**config.mk**
```make
export PLATFORM = sky130hd
export DESIGN_NAME = mag_cmp_serial
export DESIGN_NICKNAME = d
export VERILOG_FILES = /design/src/rtl/mag_cmp_pkg.sv /design/src/rtl/bit_cmp_1b.sv /design/src/rtl/mag_cmp_serial.sv
export SDC_FILE = /design/constraint.sdc
export NUM_CORES = 1
export LEC_CHECK = 0
export ABC_AREA = 1
export BUFFER_PORTS_ARGS = -buffer_cell sky130_fd_sc_hd__buf_4
export CAP_MARGIN = 20
export CORE_MARGIN = 4
export CORE_UTILIZATION = 30
export CTS_BUF_LIST = sky130_fd_sc_hd__clkbuf_16
export CTS_CLUSTER_DIAMETER = 40
export DETAILED_ROUTE_END_ITERATION = 7
export HOLD_SLACK_MARGIN = 0.03
export PLACE_DENSITY_LB_ADDON = 0.3
export RECOVER_POWER = 100
export SLEW_MARGIN = 30
export SYNTH_ARGS = -nofsm -noshare
export SYNTH_HDL_FRONTEND = slang
export SYNTH_HIERARCHICAL = 1
export SYNTH_SLANG_ARGS = --single-unit
export TNS_END_PERCENT = 30
```
**constraint.sdc**
```tcl
create_clock -name clk -period 2.06 [get_ports clk]
set_input_delay 0.309 -clock clk [delete_from_list [all_inputs] [get_ports clk]]
set_output_delay 0.309 -clock clk [all_outputs]
set_load 0.03 [all_outputs]
```
**src/rtl/mag_cmp_pkg.sv**
```systemverilog
// Shared constants for the serial magnitude comparator family.
// State encodings are fixed so existing comparator benches can decode them.
package mag_cmp_pkg;

  typedef enum logic [1:0] {
    IDLE = 2'd0,
    CMP  = 2'd1,
    DONE = 2'd2
  } state_e;

  // Width of a bit index able to address every operand bit (at least 1 bit).
  function automatic int idx_bits(input int width);
    return (width > 2) ? $clog2(width) : 1;
  endfunction

endpackage

```
**src/rtl/bit_cmp_1b.sv**
```systemverilog
// Single-bit magnitude decision. At the sign bit of a two's complement
// operand a set A bit means A is the smaller value, so the sense flips.
module bit_cmp_1b (
  input  logic a_bit,
  input  logic b_bit,
  input  logic msb,
  input  logic signed_mode,
  output logic gt_bit,
  output logic lt_bit
);

  logic diff;
  logic inv;

  always_comb begin
    diff   = a_bit ^ b_bit;
    inv    = msb & signed_mode;
    gt_bit = diff & (a_bit ^ inv);
    lt_bit = diff & (b_bit ^ inv);
  end

endmodule

```
**src/rtl/mag_cmp_serial.sv**
```systemverilog
// Bit-serial magnitude comparator, MSB first, one bit per clock.
// Operands are captured on accept so the inputs may change during a scan.
//
// state | meaning
// IDLE  | waiting for start, last result held
// CMP   | scanning one bit per cycle, busy=1
// DONE  | result valid, done=1 for this single cycle
import mag_cmp_pkg::*;

module mag_cmp_serial #(
  parameter int WIDTH      = 8,
  parameter bit EARLY_EXIT = 1'b1
) (
  input  logic             clk,
  input  logic             rst,
  input  logic             start,
  input  logic             signed_mode,
  input  logic [WIDTH-1:0] a,
  input  logic [WIDTH-1:0] b,
  output logic             busy,
  output logic             done,
  output logic             gt,
  output logic             lt,
  output logic             eq
);

  localparam int            IW      = idx_bits(WIDTH);
  localparam logic [IW-1:0] IDX_MSB = IW'(WIDTH - 1);

  state_e           state_q, state_d;
  logic [IW-1:0]    idx_q, idx_d;
  logic [WIDTH-1:0] a_q, a_d;
  logic [WIDTH-1:0] b_q, b_d;
  logic             sm_q, sm_d;
  logic             gt_q, gt_d;
  logic             lt_q, lt_d;
  logic             eq_q, eq_d;

  logic accept;
  logic a_bit, b_bit, msb;
  logic bit_gt, bit_lt;
  logic decided, last_bit, finish;

  always_comb begin
    accept   = start && (state_q != CMP);
    a_bit    = a_q[idx_q];
    b_bit    = b_q[idx_q];
    msb      = (idx_q == IDX_MSB);
    decided  = gt_q | lt_q;
    last_bit = (idx_q == '0);
    finish   = (EARLY_EXIT && (bit_gt || bit_lt)) || last_bit;
  end

  bit_cmp_1b u_bit_cmp (
    .a_bit       (a_bit),
    .b_bit       (b_bit),
    .msb         (msb),
    .signed_mode (sm_q),
    .gt_bit      (bit_gt),
    .lt_bit      (bit_lt)
  );

  always_ff @(posedge clk) begin
    if (rst) begin
      state_q <= IDLE;
    end else begin
      state_q <= state_d;
    end
  end

  always_comb begin
    state_d = state_q;
    case (state_q)
      IDLE:    if (start) state_d = CMP;
      CMP:     if (finish) state_d = DONE;
      DONE:    state_d = start ? CMP : IDLE;
      default: state_d = IDLE;
    endcase
  end

  always_comb begin
    idx_d = idx_q;
    a_d   = a_q;
    b_d   = b_q;
    sm_d  = sm_q;
    gt_d  = gt_q;
    lt_d  = lt_q;
    eq_d  = eq_q;
    if (accept) begin
      idx_d = IDX_MSB;
      a_d   = a;
      b_d   = b;
      sm_d  = signed_mode;
      gt_d  = 1'b0;
      lt_d  = 1'b0;
      eq_d  = 1'b0;
    end else if (state_q == CMP) begin
      // Only the first differing bit decides; later bits never overwrite it.
      if (!decided) begin
        gt_d = bit_gt;
        lt_d = bit_lt;
      end
      if (last_bit && !decided && !bit_gt && !bit_lt) begin
        eq_d = 1'b1;
      end
      if (!finish) begin
        idx_d = idx_q - 1'b1;
      end
    end
  end

  always_ff @(posedge clk) begin
    if (rst) begin
      idx_q <= IDX_MSB;
      a_q   <= '0;
      b_q   <= '0;
      sm_q  <= 1'b0;
      gt_q  <= 1'b0;
      lt_q  <= 1'b0;
      eq_q  <= 1'b0;
    end else begin
      idx_q <= idx_d;
      a_q   <= a_d;
      b_q   <= b_d;
      sm_q  <= sm_d;
      gt_q  <= gt_d;
      lt_q  <= lt_d;
      eq_q  <= eq_d;
    end
  end

  always_comb begin
    busy = (state_q == CMP);
    done = (state_q == DONE);
    gt   = gt_q;
    lt   = lt_q;
    eq   = eq_q;
  end

endmodule

```
==> metrics.md <==
| Metric | Value |
|---|---|
| Area growth from synthesis to layout | 21.74% |
| Total global routing overflow | 0 |
| Sum of routed wire length over all layers | 2.596 mm |
| Clock sinks | 25 |
| Setup violators final | 0 |
| Worst path depth | 13 |
| Slew Limit Headroom | 62.33% |
| Post-CTS clock slew at the launch and capture registers of the worst setup and hold paths | 70 ps |
| Count of antenna diodes in the layout | 0 |
| Leakage power summed over all cells | 0.7853 nW |
| Stage delay of the slowest cell on the critical path | 470 ps |
| Die outline height | 72.68 um |
| Maximum number of pins on one net before global-route repair | 20 |
| Kind of critical path | flop to flop |
| Share of final-layout standard cells stronger than drive strength 1 | 13.57% |
| Fin crit period | 1781 ps |
| Combinational family with the most area after synthesis | simple AND/OR/NAND/NOR gates |
| Count of final hold-check violations | 0 |
| Multi-input gate area | 586.8 um^2 |
| Net total in the final layout | 245 |
| Skew final | 5.038 ps |
| Die area | 5282 um^2 |
| Worst r2r path cells | 13 |
| Post-route core utilization | 37.92% |
| Vias in the first global route | 1119 |
| Crit-path max FO | 7 |
| Initial antenna violation count | 0 |
| Unrepaired setup endpoints after global routing | no |
| Number of vias after detailed routing | 1141 |
| Required time worst endpoint | 2200 ps |
| Cts bufs inserted | 3 |
| Power density cells | 843.7 nW/um^2 |
| Vias per cell | 4.210 |
| Post-synthesis sequential area ratio | 39.88% |
| TritonRoute pass-1 iters | 4 |
| Fin Setup TNS | 0 ps |
| Syn_area_per_cell | 6.403 um^2 |
| Post-CTS Hold Buffers | 0 |
| Achievable Freq | 0.5615 GHz |
| Placeable core area | 4029 um^2 |
| Number of max-capacitance violations reported | 0 |
| Routability congestion estimate | 0.8177 |
| Synthesized flop and latch total | 25 |
| Final count of pins violating max slew | 0 |
| Total number of placement rows | 23 |
| Clock latency at the later pin of the worst-skew pair | 260 ps |
| Mux cell area share after synthesis | 0% |
| CTS tree | done |
| Worst setup slack after layout | 278.9 ps |
| Deepest clock path buffer count | 2 |
| Cell type group with the largest total delay on the critical path | simple AND/OR/NAND/NOR gates |
| IO Count | 25 |
| Capturing element type of the critical path | flop |
| Area occupied by registers | 501.7 um^2 |
| Port Buf Inserts | 24 |
| Hold Crit Class | primary input to flop |
| Final Total Pwr | 1.289 mW |
| Most prevalent standard cell on the critical path | nand2_1 |
| Distinct cell type count of the synthesized netlist | 20 |
| GRT Resource Usage Total | 10.85% |
| Adder-cell share of the synthesized area | 2.991% |
| Xor and xnor fraction of the mapped netlist area | 0% |
| Yosys Warn Count | 6 |
| Slew of the pin with the lowest slew margin | 563.7 ps |
| Post-synthesis net count | 219 |
| Master of the slowest instance on the critical path | dfxtp_1 |
| Post-synthesis compound-gate area fraction | 8.674% |
| Worst slack, placed | 272.4 ps |
| Wire length of the first global-routing pass | 4.740 mm |
| Post-Synthesis Cells | 196 |
| Critical path buffers and inverters | 2 |
| Worst vdd rail ir drop | 0.0002938 V |
| HPWL Detailed | 1.871 mm |
| Portion of the clock cycle consumed by the worst path in the final layout | 86.46% |
| Post-detailed-route count of antenna-violating nets | 0 |
| Starting density of the core | 31.15% |
| Drt first-iter violations | 39 |
| Clock root cell | clkbuf_16 |
| Detailed-route wire length per cell | 9.579 um |
| Arrival time worst endpoint | 1920 ps |
| Area of the mapped netlist | 1255 um^2 |
| Crit path launch type | flop |
| Simple-gate portion of the synthesized area | 35.89% |
| Number of remaining DRC errors | 0 |
| Number of H-tree levels | 1 |
| Cell breakdown of the critical path | inv_1 -> nand3_1 -> nand2_1 -> nand2_1 -> nand2_1 -> inv_1 -> nor2_1 -> nand2_1 -> nand2_1 -> nor2_1 -> nand3_2 -> nand2_1 -> nand3_1 |
| Worst hold path cell count | 2 |
| Number of fill cells in the layout | 453 |
| Status | completed |
| Die Wd | 72.68 um |
[through the flow]
stage                     area (um^2)  instances  hold slack, ps
after floorplan                  1255        196           371.4
after global placement           1478        267           445.3
after detailed placement         1478        267           449.1
after CTS                        1558        271           223.7
after global routing             1528        271           232.6
final                            1528        271           226.9
[what timing repair did]
| action | CTS | global route |
|---|---|---|
| buffers inserted | 0 | 0 |
| resized for setup | 0 | 1 |
| setup endpoints to repair | 0 | 2 |
| endpoints found under the hold margin | 0 | 0 |
[path summary, 6_finish.rpt]
path / start / slack (ps) / end
min reg2reg: eq / 450 / eq
max: idx_q[1] / 280 / idx_q[0]
min: rst / 230 / state_q[0]
max reg2reg: idx_q[1] / 280 / idx_q[0]
[sequential cells by signal, indices dropped and copies added, names as in the netlist]
name and cells:
a_q 8, b_q 8, eq 1, gt 1
idx_q 3, lt 1, sm_q 1, state_q 2
[layer usage]
metal / share of wire, % / GRT usage (%) / routed length [um]
met1: 51 / 14.31 / 1317
met2: 44 / 17.84 / 1133
met3: 4.6 / 2.342 / 120
met4: 0.96 / 3.074 / 25
met5: 0 / 0 / 0
[area by class of cell]
| class | count | share of cell area (%) |
|---|---|---|
| Clock buffer | 3 | 4.914 |
| Clock inverter | 1 | 0.3276 |
| Inverter | 34 | 8.354 |
| Multi-Input combinational cell | 133 | 38.41 |
| Sequential cell | 25 | 32.84 |
| Tap cell | 50 | 4.095 |
| Timing Repair Buffer | 25 | 11.06 |
[layout by cell type, fill, tap and decap left out]
master,netlist,layout
nand2_1,46,48
nor2_1,43,43
inv_1,31,32
dfxtp_1,25,24
buf_4,1,20
nand3_1,15,15
o21ai_0,13,13
clkbuf_1,1,5
o21ai_1,4,4
a21oi_1,3,3
ha_1,3,3
clkbuf_16,0,3
inv_2,2,2
nand2_2,2,1
nand3b_1,1,1
nand3_2,1,1
a21oi_2,1,1
clkinv_2,0,1
dfxtp_2,0,1
[cell usage after synthesis]
cell      number  area share (%)
inv_1         31             9.3
a21oi_1        3             1.2
nand2_4        1            0.90
o21ai_1        4             1.6
nand3b_1       1            0.60
inv_2          2            0.60
nand2_2        2             1.0
ha_1           3             3.0
clkbuf_1       1            0.30
buf_4          1            0.60
a21oi_2        1            0.70
dfxtp_1       25              40
buf_2          1            0.40
nand3_2        1            0.80
nand2_1       46              14
nor2_1        43              13
o21ai_0       13             5.2
inv_4          1            0.50
nand3_1       15             6.0
buf_6          1            0.90
[where the power goes]
group / leakage, nW / total (mW) / switching [mW] / internal, mW
logic: 0.539 / 0.298 / 0.184 / 0.113
registers: 0.206 / 0.559 / 0.0303 / 0.529
clock network: 0.0409 / 0.432 / 0.171 / 0.261
[logic make-up (layout without fill, tap and decap cells)]
kind of cell               count (synthesis)  after routing
AOI/OAI and AO/OA                         21             21
adders and majority gates                  3              3
buffers and inverters                     38             63
DFF                                       25             25
and+or+nand+nor                          109            109
Note: power is estimated with default switching activity, not from simulation.
